`src/rtl/dac_words_to_volts.sv`:
```
// DAC word to signed volts (100 uV units) readback using two-point calibration.
// One request in flight; one restoring divide step per cycle.
module dac_words_to_volts #(
    parameter int DAC_TWOPOINTFIVE = 157,
    parameter int DAC_ZERO         = 2077,
    parameter int N                = 16,
    parameter int M                = 12,
    parameter int DIV_W            = M + 16
) (
    input  logic                clk,
    input  logic                rst_n,
    input  logic                in_valid,
    output logic                in_ready,
    input  logic [M-1:0]        in_word,
    output logic                out_valid,
    input  logic                out_ready,
    output logic signed [N-1:0] out_volts,
    output logic                out_sat
);

    localparam int CNT_W     = $clog2(DIV_W);
    localparam int DEN       = DAC_TWOPOINTFIVE - DAC_ZERO;
    localparam int DEN_ABS_I = (DEN < 0) ? -DEN : DEN;

    localparam logic signed [DIV_W:0] SCALE   = (DIV_W+1)'(25000);
    localparam logic signed [DIV_W:0] ZERO_S  = (DIV_W+1)'(DAC_ZERO);
    localparam logic [DIV_W:0]        DEN_ABS = (DIV_W+1)'(DEN_ABS_I);
    localparam logic [DIV_W-1:0]      HALF    = DIV_W'(DEN_ABS_I / 2);
    localparam logic                  DEN_NEG = (DEN < 0);
    localparam logic [DIV_W-1:0]      POS_MAX = DIV_W'((64'd1 << (N-1)) - 64'd1);
    localparam logic [DIV_W-1:0]      NEG_MAG = DIV_W'(64'd1 << (N-1));
    localparam logic [N-1:0]          OUT_MAX = {1'b0, {(N-1){1'b1}}};
    localparam logic [N-1:0]          OUT_MIN = {1'b1, {(N-1){1'b0}}};

    generate
        if (DAC_TWOPOINTFIVE == DAC_ZERO) begin : g_bad_cal
            $error("dac_words_to_volts: calibration points must differ");
        end
    endgenerate

    typedef enum logic [1:0] {IDLE, PREP, DIV, DONE} state_t;

    state_t             state, state_nx;
    logic [M-1:0]       word;
    logic [DIV_W-1:0]   dividend;
    logic [DIV_W-1:0]   rem;
    logic [CNT_W-1:0]   cnt;
    logic               neg;

    logic signed [DIV_W:0] diff, num;
    logic [DIV_W-1:0]      num_abs;
    logic [DIV_W:0]        rem_sh;
    logic                  step_ge;
    logic                  res_sat;
    logic [N-1:0]          res;

    always_comb begin
        diff    = $signed({{(DIV_W+1-M){1'b0}}, word}) - ZERO_S;
        num     = diff * SCALE;
        num_abs = DIV_W'(num[DIV_W] ? -num : num);
        rem_sh  = {rem, dividend[DIV_W-1]};
        step_ge = (rem_sh >= DEN_ABS);
        // dividend holds the quotient once all steps have shifted through
        res_sat = neg ? (dividend > NEG_MAG) : (dividend > POS_MAX);
        if (res_sat)  res = neg ? OUT_MIN : OUT_MAX;
        else if (neg) res = -dividend[N-1:0];
        else          res = dividend[N-1:0];
    end

    always_comb begin
        state_nx = state;
        case (state)
            IDLE:    if (in_valid && in_ready)     state_nx = PREP;
            PREP:                                  state_nx = DIV;
            DIV:     if (cnt == CNT_W'(DIV_W - 1)) state_nx = DONE;
            DONE:    if (out_valid && out_ready)   state_nx = IDLE;
            default:                               state_nx = IDLE;
        endcase
    end

    always_ff @(posedge clk or negedge rst_n) begin
        if (!rst_n) state <= IDLE;
        else        state <= state_nx;
    end

    always_ff @(posedge clk or negedge rst_n) begin
        if (!rst_n) begin
            in_ready  <= 1'b0;
            word      <= '0;
            dividend  <= '0;
            rem       <= '0;
            cnt       <= '0;
            neg       <= 1'b0;
            out_valid <= 1'b0;
            out_volts <= '0;
            out_sat   <= 1'b0;
        end else begin
            in_ready <= (state_nx == IDLE);
            case (state)
                IDLE: if (in_valid && in_ready) word <= in_word;
                PREP: begin
                    dividend <= num_abs + HALF;
                    rem      <= '0;
                    cnt      <= '0;
                    neg      <= (num[DIV_W] ^ DEN_NEG) && (num != '0);
                end
                DIV: begin
                    rem      <= step_ge ? DIV_W'(rem_sh - DEN_ABS) : DIV_W'(rem_sh);
                    dividend <= {dividend[DIV_W-2:0], step_ge};
                    cnt      <= cnt + 1'b1;
                end
                DONE: begin
                    if (!out_valid) begin
                        out_valid <= 1'b1;
                        out_volts <= res;
                        out_sat   <= res_sat;
                    end else if (out_ready) begin
                        out_valid <= 1'b0;
                    end
                end
                default: ;
            endcase
        end
    end

endmodule

```
`config.mk`:
```
export PLATFORM = sky130hd
export DESIGN_NAME = dac_words_to_volts
export DESIGN_NICKNAME = d
export VERILOG_FILES = /design/src/rtl/dac_words_to_volts.sv
export SDC_FILE = /design/constraint.sdc
export NUM_CORES = 1
export LEC_CHECK = 0
export CAP_MARGIN = 10
export CELL_PAD_IN_SITES_DETAIL_PLACEMENT = 0
export CELL_PAD_IN_SITES_GLOBAL_PLACEMENT = 1
export CORE_AREA = 2 2 139 141
export CTS_CLUSTER_SIZE = 28
export DETAILED_ROUTE_END_ITERATION = 10
export DIE_AREA = 0 0 141 143
export GPL_ROUTABILITY_DRIVEN = 0
export PLACE_DENSITY_LB_ADDON = 0.15
export SLEW_MARGIN = 20
export SYNTH_ARGS = -nofsm -noshare
export SYNTH_HDL_FRONTEND = slang
export SYNTH_SLANG_ARGS = --single-unit
```
`constraint.sdc`:
```
create_clock -name clk -period 20.8 [get_ports clk]
set_input_delay 3.12 -clock clk [delete_from_list [all_inputs] [get_ports clk]]
set_output_delay 3.12 -clock clk [all_outputs]
set_load 0.02 [all_outputs]
```
### After elaboration in Yosys (flattened, before gate mapping)

Cells that the tools add are included.

| storage, ports and cells | value |
|---|---|
| bits in registers | 95 |
| bits in latches | 0 |
| memory bits (writable) | 0 |
| bits in read-only memories | 0 |
| input bits | 16 |
| output and inout bits | 19 |
| logic and storage cells | 50 |
| memories | 0 |

| cells by class | value |
|---|---|
| add/subtract/negate cells | 6 |
| multipliers | 1 |
| divide/modulo/power cells | 0 |
| order comparisons | 3 |
| equality and inequality tests | 4 |
| shift operators | 0 |
| muxes and demuxes | 15 |
| bitwise logic cells | 2 |
| reduce and logical (&&, ||, !) cells | 9 |

Operators with widths:

| cell | number |
|---|---|
| one-hot mux 28 bit (2 select lines) | 2 |
| 2-to-1 mux 28 bit | 2 |
| 2-to-1 mux 16 bit | 3 |
| greater-or-equal comparator 29 x 11 -> 1 bit, second input constant | 1 |
| nonzero test 29 bit | 1 |
| adder 28 x 10 -> 28 bit, second input constant | 1 |
| greater-than comparator 28 x 15 -> 1 bit, second input constant | 1 |
| greater-than comparator 28 x 16 -> 1 bit, second input constant | 1 |
| negator 28 bit | 1 |
| subtractor 28 x 11 -> 28 bit, second input constant | 1 |
| multiplier 13 x 13 -> 26 bit, second input constant | 1 |
| negator 16 bit | 1 |
| subtractor 12 x 12 -> 13 bit, second input constant | 1 |
| one-hot mux 5 bit (2 select lines) | 1 |
| one-hot mux 2 bit (4 select lines) | 1 |
| 2-to-1 mux 2 bit | 3 |
| adder 5 x 1 -> 5 bit, second input constant | 1 |
| equality test 5 bit, second input constant | 1 |
| equality test 2 bit, second input constant | 2 |
| zero test 2 bit | 2 |
| AND reduction 2 bit | 2 |
| logical AND 1 bit | 3 |
| 2-to-1 mux 1 bit | 3 |
| equality test 2 x 1 -> 1 bit, second input constant | 1 |
| 2 further kinds | 3 |

### Logic depth before layout (Yosys ltp)

Gate-level depths: netlist of the first run.

| logic depth | value |
|---|---|
| word-level depth | 6 |
| gate-level depth with buffers | 33 |
| depth with buffers taken out | 29 |

### Worst setup path after synthesis of the first run

Ideal clock, no wire load.

| path | value |
|---|---|
| path type | register to register |
| start | register word[0] |
| end | register dividend[20] |
| setup time | 0.126 ns |
| data arrival time | 7.757 ns |
| data required time | 20.674 ns |
| setup slack | 12.917 ns |
| stages on the path, launching flop included | 33 |
| buffers on the path | 4 |
| clock period less this slack | 7.883 ns |
| cells stage by stage | dfrtp_1 > clkbuf_1 > inv_1 > ha_1 > and4b_1 > or2_2 > clkbuf_1 > xnor2_1 > ha_1 > ha_1 > inv_1 > fa_1 > inv_1 > fa_1 > inv_1 > fa_1 > inv_1 > ha_1 > and3_2 > a22o_1 > o21ai_1 > a31oi_4 > xnor2_2 > buf_6 > clkbuf_1 > o21ai_0 > xor2_1 > ha_1 > a211oi_2 > nand2_1 > a211oi_1 > xor2_1 > a221o_1 |

| between the ends | value |
|---|---|
| longest elaborated chain between the ends | 6 |

RTL lines:

| item | line | RTL |
|---|---|---|
| from (decl) | 44 | `logic [M-1:0] word;` |
| from (signal assigned) | 100 | `IDLE: if (in_valid && in_ready) word <= in_word;` |
| subtractor 12 x 12 -> 13 bit (*) | 58 | `diff = $signed({{(DIV_W+1-M){1'b0}}, word}) - ZERO_S;` |
| multiplier 13 x 13 -> 26 bit (*) | 59 | `num = diff * SCALE;` |
| negator 28 bit | 60 | `num_abs = DIV_W'(num[DIV_W] ? -num : num);` |
| 2-to-1 mux 28 bit (*) | 60 |  |
| adder 28 x 10 -> 28 bit (*) | 102 | `dividend <= num_abs + HALF;` |
| one-hot mux 28 bit (2 select lines) (*) | 99 | `case (state)` |
| to (signal assigned) | 102 |  |
| to (signal assigned) | 109 | `dividend <= {dividend[DIV_W-2:0], step_ge};` |
| to (decl) | 45 | `logic [DIV_W-1:0] dividend;` |

Mark *: on every way between the ends. The rest lies on a longest branch, timed or not.
A chain may end at the register's enable or synchronous reset.

### Worst setup path in the final report of the first run

Same ends and word-level chain as after synthesis.

==> results.md, run 1 <==
* Fin crit period at ~8300 ps
* Post-route ant nets at 0
* Netlist cell types at about 90
* Max Slew Vio Count at 0
* Vias per Instance at roughly 5.8
* Global routing usage on met3 at 0.0208
* Slew @ Worst Pin at between 900 and 1000 ps
* Skew-Pair Late Insertion Delay at between 300 and 400 ps
* Clock slew seen by the registers of the worst setup and hold paths at approximately 70 ps
* Area growth syn-to-layout at 7.96%
* Routed wire length at between 20000 and 25000 um
* Initial DRC Count at approximately 400
* Synth warnings at 0
* Dpl cell area at just over 10000 um^2
* Largest net degree at the start of global routing at 73
* Syn Nets at roughly 1300
* Hold Buf Count CTS at 0
* Clock Sink Count at 95
* CTS Buffer Depth at 2
* Ys flop type: dfrtp_1
* CP Max Fanout at 20
* Syn Inst Count at ~1100
* Final setup fails at 0
* PostCTS Resize Cnt at 0
* Residual DRC at 0
* Global routing usage on met1 at 0.338
* Async SR Flop Fraction at 1.00
* Hold Crit Class: reg -> reg
* Final core area utilization at 0.566
* Multi-input gate area at between 6000 and 7000 um^2
* Global-route wire length before repair at 38200 um
* Total Die Area at 20200 um^2
* Layout cell share with drive strength beyond 1 at 0.0743
* H-tree depth at 3
* Port bufs at 34
* # fillers at about 1800
* RSZ-0062 raised after global routing: false
* Fin. Hold Viols at 0
* Yosys reg bits at 95
* GR Util All Layers at 0.231
* Starting Density at 0.525
* I/O pin count at 35
* Clk_skew at around 11 ps
* Row cnt at 50
* PnR worst setup slack at around 12000 ps
* Final period util at 0.401
* CTS tree: built
* Number of global-route vias before repair at between 7000 and 8000
* Netlist Area Pre-Place at ~10000 um^2
* # diodes at 0
* Maxcap violations at 0
* Slew headroom at 0.338
* Root buffer cell: clkbuf_16
* Overall die height at roughly 140 um
* Wirelength per Cell at ~17 um
* Commonest non-fill, non-tap cells in the layout: inv_1, ha_1, dfrtp_1
* Critical path arrival at roughly 8600 ps
* Setup Slack @ Placement at about 13000 ps
* CP Launch Type: register
* F_max at about 120 MHz
* Top Usage Layer GRT: met2
* Commonest non-fill, non-tap cell in the layout: inv_1
* Post-CTS Setup Inserts at 0
* Initial antenna violation count at 1
* Core area at approximately 19000 um^2
* Vias at approximately 8000
* Sequential-to-total area share from yosys stat at 0.244
* NumNets Final at between 1000 and 1500
* Setup TNS at 0 ps
* Crit path kind: reg -> reg
* Syn avg cell area at approximately 8.6 um^2
* DP Wirelength at 17900 um
* Outcome: finished clean
* Num CTS Buffers at 9
* Die X at 141 um
* Post-synth EDFFs at 0
* Req. time, crit path at ~21000 ps
* Routing usage on met2 at 0.373
* DRT Pass-1 Iters at 5
* Gr ovfl total at 0
* Crit. End Element: register
* Post-route cell area at roughly 11000 um^2
* FF/Latch Area at approximately 2400 um^2
==> cell type report <==
class,count,area share
timing repair buffer,42,0.0378
sequential,95,0.226
inverter,107,0.0382
multi-input combinational,885,0.643
clock inverter,6,0.00595
clock buffer,9,0.0214
tap,234,0.0278
==> per-stage QoR <==
step | hold slack, ps | cells
after floorplan | 458 | 1130
after global placement | 459 | 1363
after detailed placement | 470 | 1363
after CTS | 485 | 1378
after global routing | 508 | 1378
final | 477 | 1378
==> cell usage after synthesis (6+ instances only) <==
master	count	area share
mux2i_1	8	0.0082
xnor2_1	75	0.067
dfrtp_1	95	0.24
mux2_2	17	0.020
clkbuf_1	29	0.011
inv_1	105	0.040
o21a_1	8	0.0062
nand4_1	7	0.0045
o21ai_0	57	0.029
o2bb2ai_1	19	0.017
xor2_1	37	0.033
and3_1	15	0.0096
ha_1	99	0.13
o22ai_1	16	0.010
a21oi_1	83	0.043
fa_1	29	0.060
a31oi_1	7	0.0045
nor2_1	87	0.034
nand3_1	43	0.022
nor3_1	25	0.013
nor2b_1	6	0.0039
or3_1	17	0.011
a21o_1	12	0.0092
nor3b_1	6	0.0046
nand2_1	71	0.027
nor4_1	14	0.0090
o211ai_1	11	0.0085
==> worst paths after layout <==
check / cells past startpoint / from / slack, ps / endpoint
hold reg to reg: 1 / out_volts[1] / 480 / out_volts[1]
setup / recovery: 27 / word[0] / 12460 / dividend[20]
min in group asynchronous: 1 / rst_n / 2760 / rem[19]
hold / removal: 1 / out_volts[1] / 480 / out_volts[1]
max in group asynchronous: 2 / rst_n / 16980 / word[2]
setup reg to reg: 27 / word[0] / 12460 / dividend[20]
==> critical path: stages (launching register included) <==
cell,delay (ps)
dfrtp_1,500
inv_1,210
ha_1,270
and4b_1,270
or2_2,360
o21ai_0,470
ha_1,330
inv_1,70
fa_1,580
inv_1,70
a22o_1,220
fa_1,500
inv_1,60
fa_1,530
inv_1,40
ha_1,380
nand3_1,100
o22ai_1,360
a21oi_1,240
a31oi_4,270
xnor2_1,90
buf_4,220
or4_1,570
a222oi_1,540
nand2_1,270
a211oi_1,270
xor2_1,110
a221o_1,320
==> kinds of logic after synthesis <==
family | synth area share
adders and majority gates | 0.187
and+or+nand+nor | 0.178
AOI/OAI and AO/OA | 0.196
xor gates and xnor gates | 0.104
DFF | 0.244
buffers and inverters | 0.0628
muxes | 0.0279
==> sequential cells by signal, indices dropped and copies added (netlist names) <==
register and flops:
out_volts 16, cnt 5, rem 28, word 12, neg 1, dividend 28, in_ready 1, state 2
out_valid 1, out_sat 1
==> per-layer routing <==
layer  wire, um  share of wire  vias up
met2      10400           0.46      132
met1      11500           0.50     3833
met5          8        0.00035        -
li1           -              -     4046
met4        253          0.011        2
met3        653          0.029       19
Power of run 1 is not shown: default switching activity piles up to over one toggle a cycle in this logic, so the estimate is an artifact.
==> run 2: changes to the inputs <==
--- a/config.mk
+++ b/config.mk
@@ -8,10 +8,10 @@
 export CAP_MARGIN = 10
 export CELL_PAD_IN_SITES_DETAIL_PLACEMENT = 0
 export CELL_PAD_IN_SITES_GLOBAL_PLACEMENT = 1
-export CORE_AREA = 2 2 139 141
+export CORE_AREA = 2 2 145 147
 export CTS_CLUSTER_SIZE = 28
 export DETAILED_ROUTE_END_ITERATION = 10
-export DIE_AREA = 0 0 141 143
+export DIE_AREA = 0 0 147 149
 export GPL_ROUTABILITY_DRIVEN = 0
 export PLACE_DENSITY_LB_ADDON = 0.15
 export SLEW_MARGIN = 20
==> constraint.sdc (replaced) <==
create_clock -name clk -period 7.9 [get_ports clk]
set_input_delay 1.185 -clock clk [delete_from_list [all_inputs] [get_ports clk]]
set_output_delay 1.185 -clock clk [all_outputs]
set_load 0.02 [all_outputs]
==> run 2 against run 1 <==
Effect of this change: utilization down 4.2 points; critical path depth grew 2; flip-flop and latch count stayed put; via count up 0.50%; sequential share of layout area fell by 0.52 points; wire length grew 0.32%; cell area up 2.4%; global-route usage is 1.7 points lower; highest routed layer is now met4.
==> results.md, run 2 (synthesis gave the netlist of run 1 again) <==
* Outcome: finished clean
* Core area at 20600 um^2 (+11%)
* Fin crit period at 7490 ps (-855 ps)
* CTS Buffer Depth at 2 (unchanged)
* Multi-input gate area at 6820 um^2 (+0.81%)
* Maxcap violations at 0 (unchanged)
* Global-route wire length before repair at 39000 um (+2.2%)
* Clk_skew at 8.57 ps (-2.10 ps)
* Final setup fails at 0 (unchanged)
* DP Wirelength at 18100 um (+1.1%)
* Commonest non-fill, non-tap cells in the layout: inv_1, ha_1, dfrtp_1
* PnR worst setup slack at 413 ps (-12040 ps)
* Fin. Hold Viols at 0 (unchanged)
* Largest net degree at the start of global routing at 69 (-5.5%)
* Total Die Area at 21900 um^2 (+8.6%)
* GR Util All Layers at 0.215 (-0.0165)
* Final period util at 0.948 (+0.547)
* Area growth syn-to-layout at 10.5%
* RR Startpoint: word[0]
* Wirelength per Cell at 15.9 um (-3.5%)
* Port bufs at 34 (unchanged)
* Skew-Pair Late Insertion Delay at 350 ps (about the same)
* Min Hold Slack at 474 ps (-3.49 ps)
* Number of global-route vias before repair at 7669 (+0.22%)
* Clock Sink Count at 95 (unchanged)
* Max Slew Vio Count at 0 (unchanged)
* R2R depth at 29 (+7.4%)
* Routed wire length at 22800 um (+0.32%)
* CP Launch Type: register
* Crit. End Element: register
* I/O pin count at 35 (unchanged)
* Setup TNS at 0 ps (unchanged)
* Critical path arrival at 7720 ps (-860 ps)
* Endpoint, Worst Hold: out_volts[4]
* Gr ovfl total at 0 (unchanged)
* Crit path kind: reg -> reg
* FF/Latch Area at 2380 um^2 (unchanged)
* Num CTS Buffers at 9 (unchanged)
* Commonest non-fill, non-tap cell in the layout: inv_1
* # fillers at 1961 (+11%)
* Slew @ Worst Pin at 1010 ps (+16.1 ps)
* Layout cell share with drive strength beyond 1 at 0.0915 (+0.0172)
* Initial DRC Count at 360 (-12%)
* Clock slew seen by the registers of the worst setup and hold paths at 70 ps (about the same)
* Hold Crit Class: reg -> reg
* Vias at 8072 (+0.50%)
* Residual DRC at 0 (unchanged)
* Post-route ant nets at 0 (unchanged)
* Global routing usage on met1 at 0.307 (-0.0312)
* Row cnt at 53 (+6.0%)
* H-tree depth at 3 (unchanged)
* F_max at 134 MHz (+11%)
* Root buffer cell: clkbuf_16
* Slew headroom at 0.327 (-0.0108)
* Vias per Instance at 5.63 (-3.4%)
* Reg2reg setup slack at 410 ps (-12040 ps)
* Die X at 147 um (+4.3%)
* Worst r2r dst: dividend[23]
* Setup Slack @ Placement at 4.18 ps (-12540 ps)
* Slowest CP cell: or4_1
* Hold depth at 2 (+1)
* Regs by FF count: dividend: 28 flops, rem: 28 flops, out_volts: 16 flops
* Starting Density at 0.474 (-0.0504)
* Global routing usage on met3 at 0.0214 (+0.000615)
* Initial antenna violation count at 0 (-1)
* # diodes at 0 (unchanged)
* NumNets Final at 1297 (+1.0%)
* Req. time, crit path at 8140 ps (-12900 ps)
* Most common cell on crit path: buf_4
* Routing usage on met2 at 0.356 (-0.0164)
* Hold Buf Count CTS at 0 (unchanged)
* CP Max Fanout at 11 (-45%)
* DRT Pass-1 Iters at 4 (-1)
* CTS tree: built
* Top Usage Layer GRT: met2
* Hold wc startpoint: out_volts[4]
* Overall die height at 149 um (+4.2%)
* Worst path max stage delay at 540 ps (-40 ps)
==> run 2: cell types whose count changed in the layout (fill, tap and decap cells not counted), moves of 2 or more <==
cell,before,now
xnor2_1,75,73
ha_1,97,95
bufinv_16,0,2
inv_6,3,1
ha_2,2,4
clkinv_2,0,2
buf_4,9,21
==> run 2: routing by layer <==
layer	vias to the layer above	wire length [um]
met3	22	591
li1	4070	-
met1	3846	11000
met4	0	282
met5	-	0
met2	134	10900
==> run 2: cell type report <==
type,instances,share of cell area
Multi-Input combinational cell,885,0.633
Sequential cell,95,0.221
Timing Repair Buffer,55,0.0472
Inverter,107,0.0373
Tap cell,275,0.0319
Clock buffer,9,0.0209
Clock inverter,7,0.00883
==> run 2: per-stage QoR <==
step           area [um^2]   util  instances
2_1_floorplan         9750      -       1130
3_3_place_gp         10400  0.505       1415
3_5_place_dp         10400  0.505       1415
4_1_cts              10700  0.521       1433
5_1_grt              10800  0.524       1433
6_report             10800  0.524       1433
==> run 2: what timing repair did <==
item / in CTS / in global routing
pin swaps: 1 / 0
buffers inserted: 2 / 0
hold endpoints to repair: 0 / 0
gates resized for setup: 0 / 12
endpoints found under the setup margin: 2 / 14
==> run 2: how the worst max path moves through the flow <==
stage | endpoint | from
after floorplan | dividend[20] | word[0]
after global placement | dividend[20] | word[0]
after detailed placement | dividend[20] | word[0]
after CTS | dividend[14] | word[0]
after global routing | dividend[23] | word[1]
final | dividend[23] | word[0]
==> run 2: critical path, delay by kind of cell (launching register included) <==
kind / cells / cell delay [ps]
adder cells (fa/ha/maj): 6 / 2390
AND/OR/NAND/NOR: 7 / 2040
AO/OA/AOI/OAI: 7 / 1530
buffers and inverters: 7 / 830
flip-flops: 1 / 410
XOR/XNOR: 2 / 180
Power of run 2 is left out for the same reason.
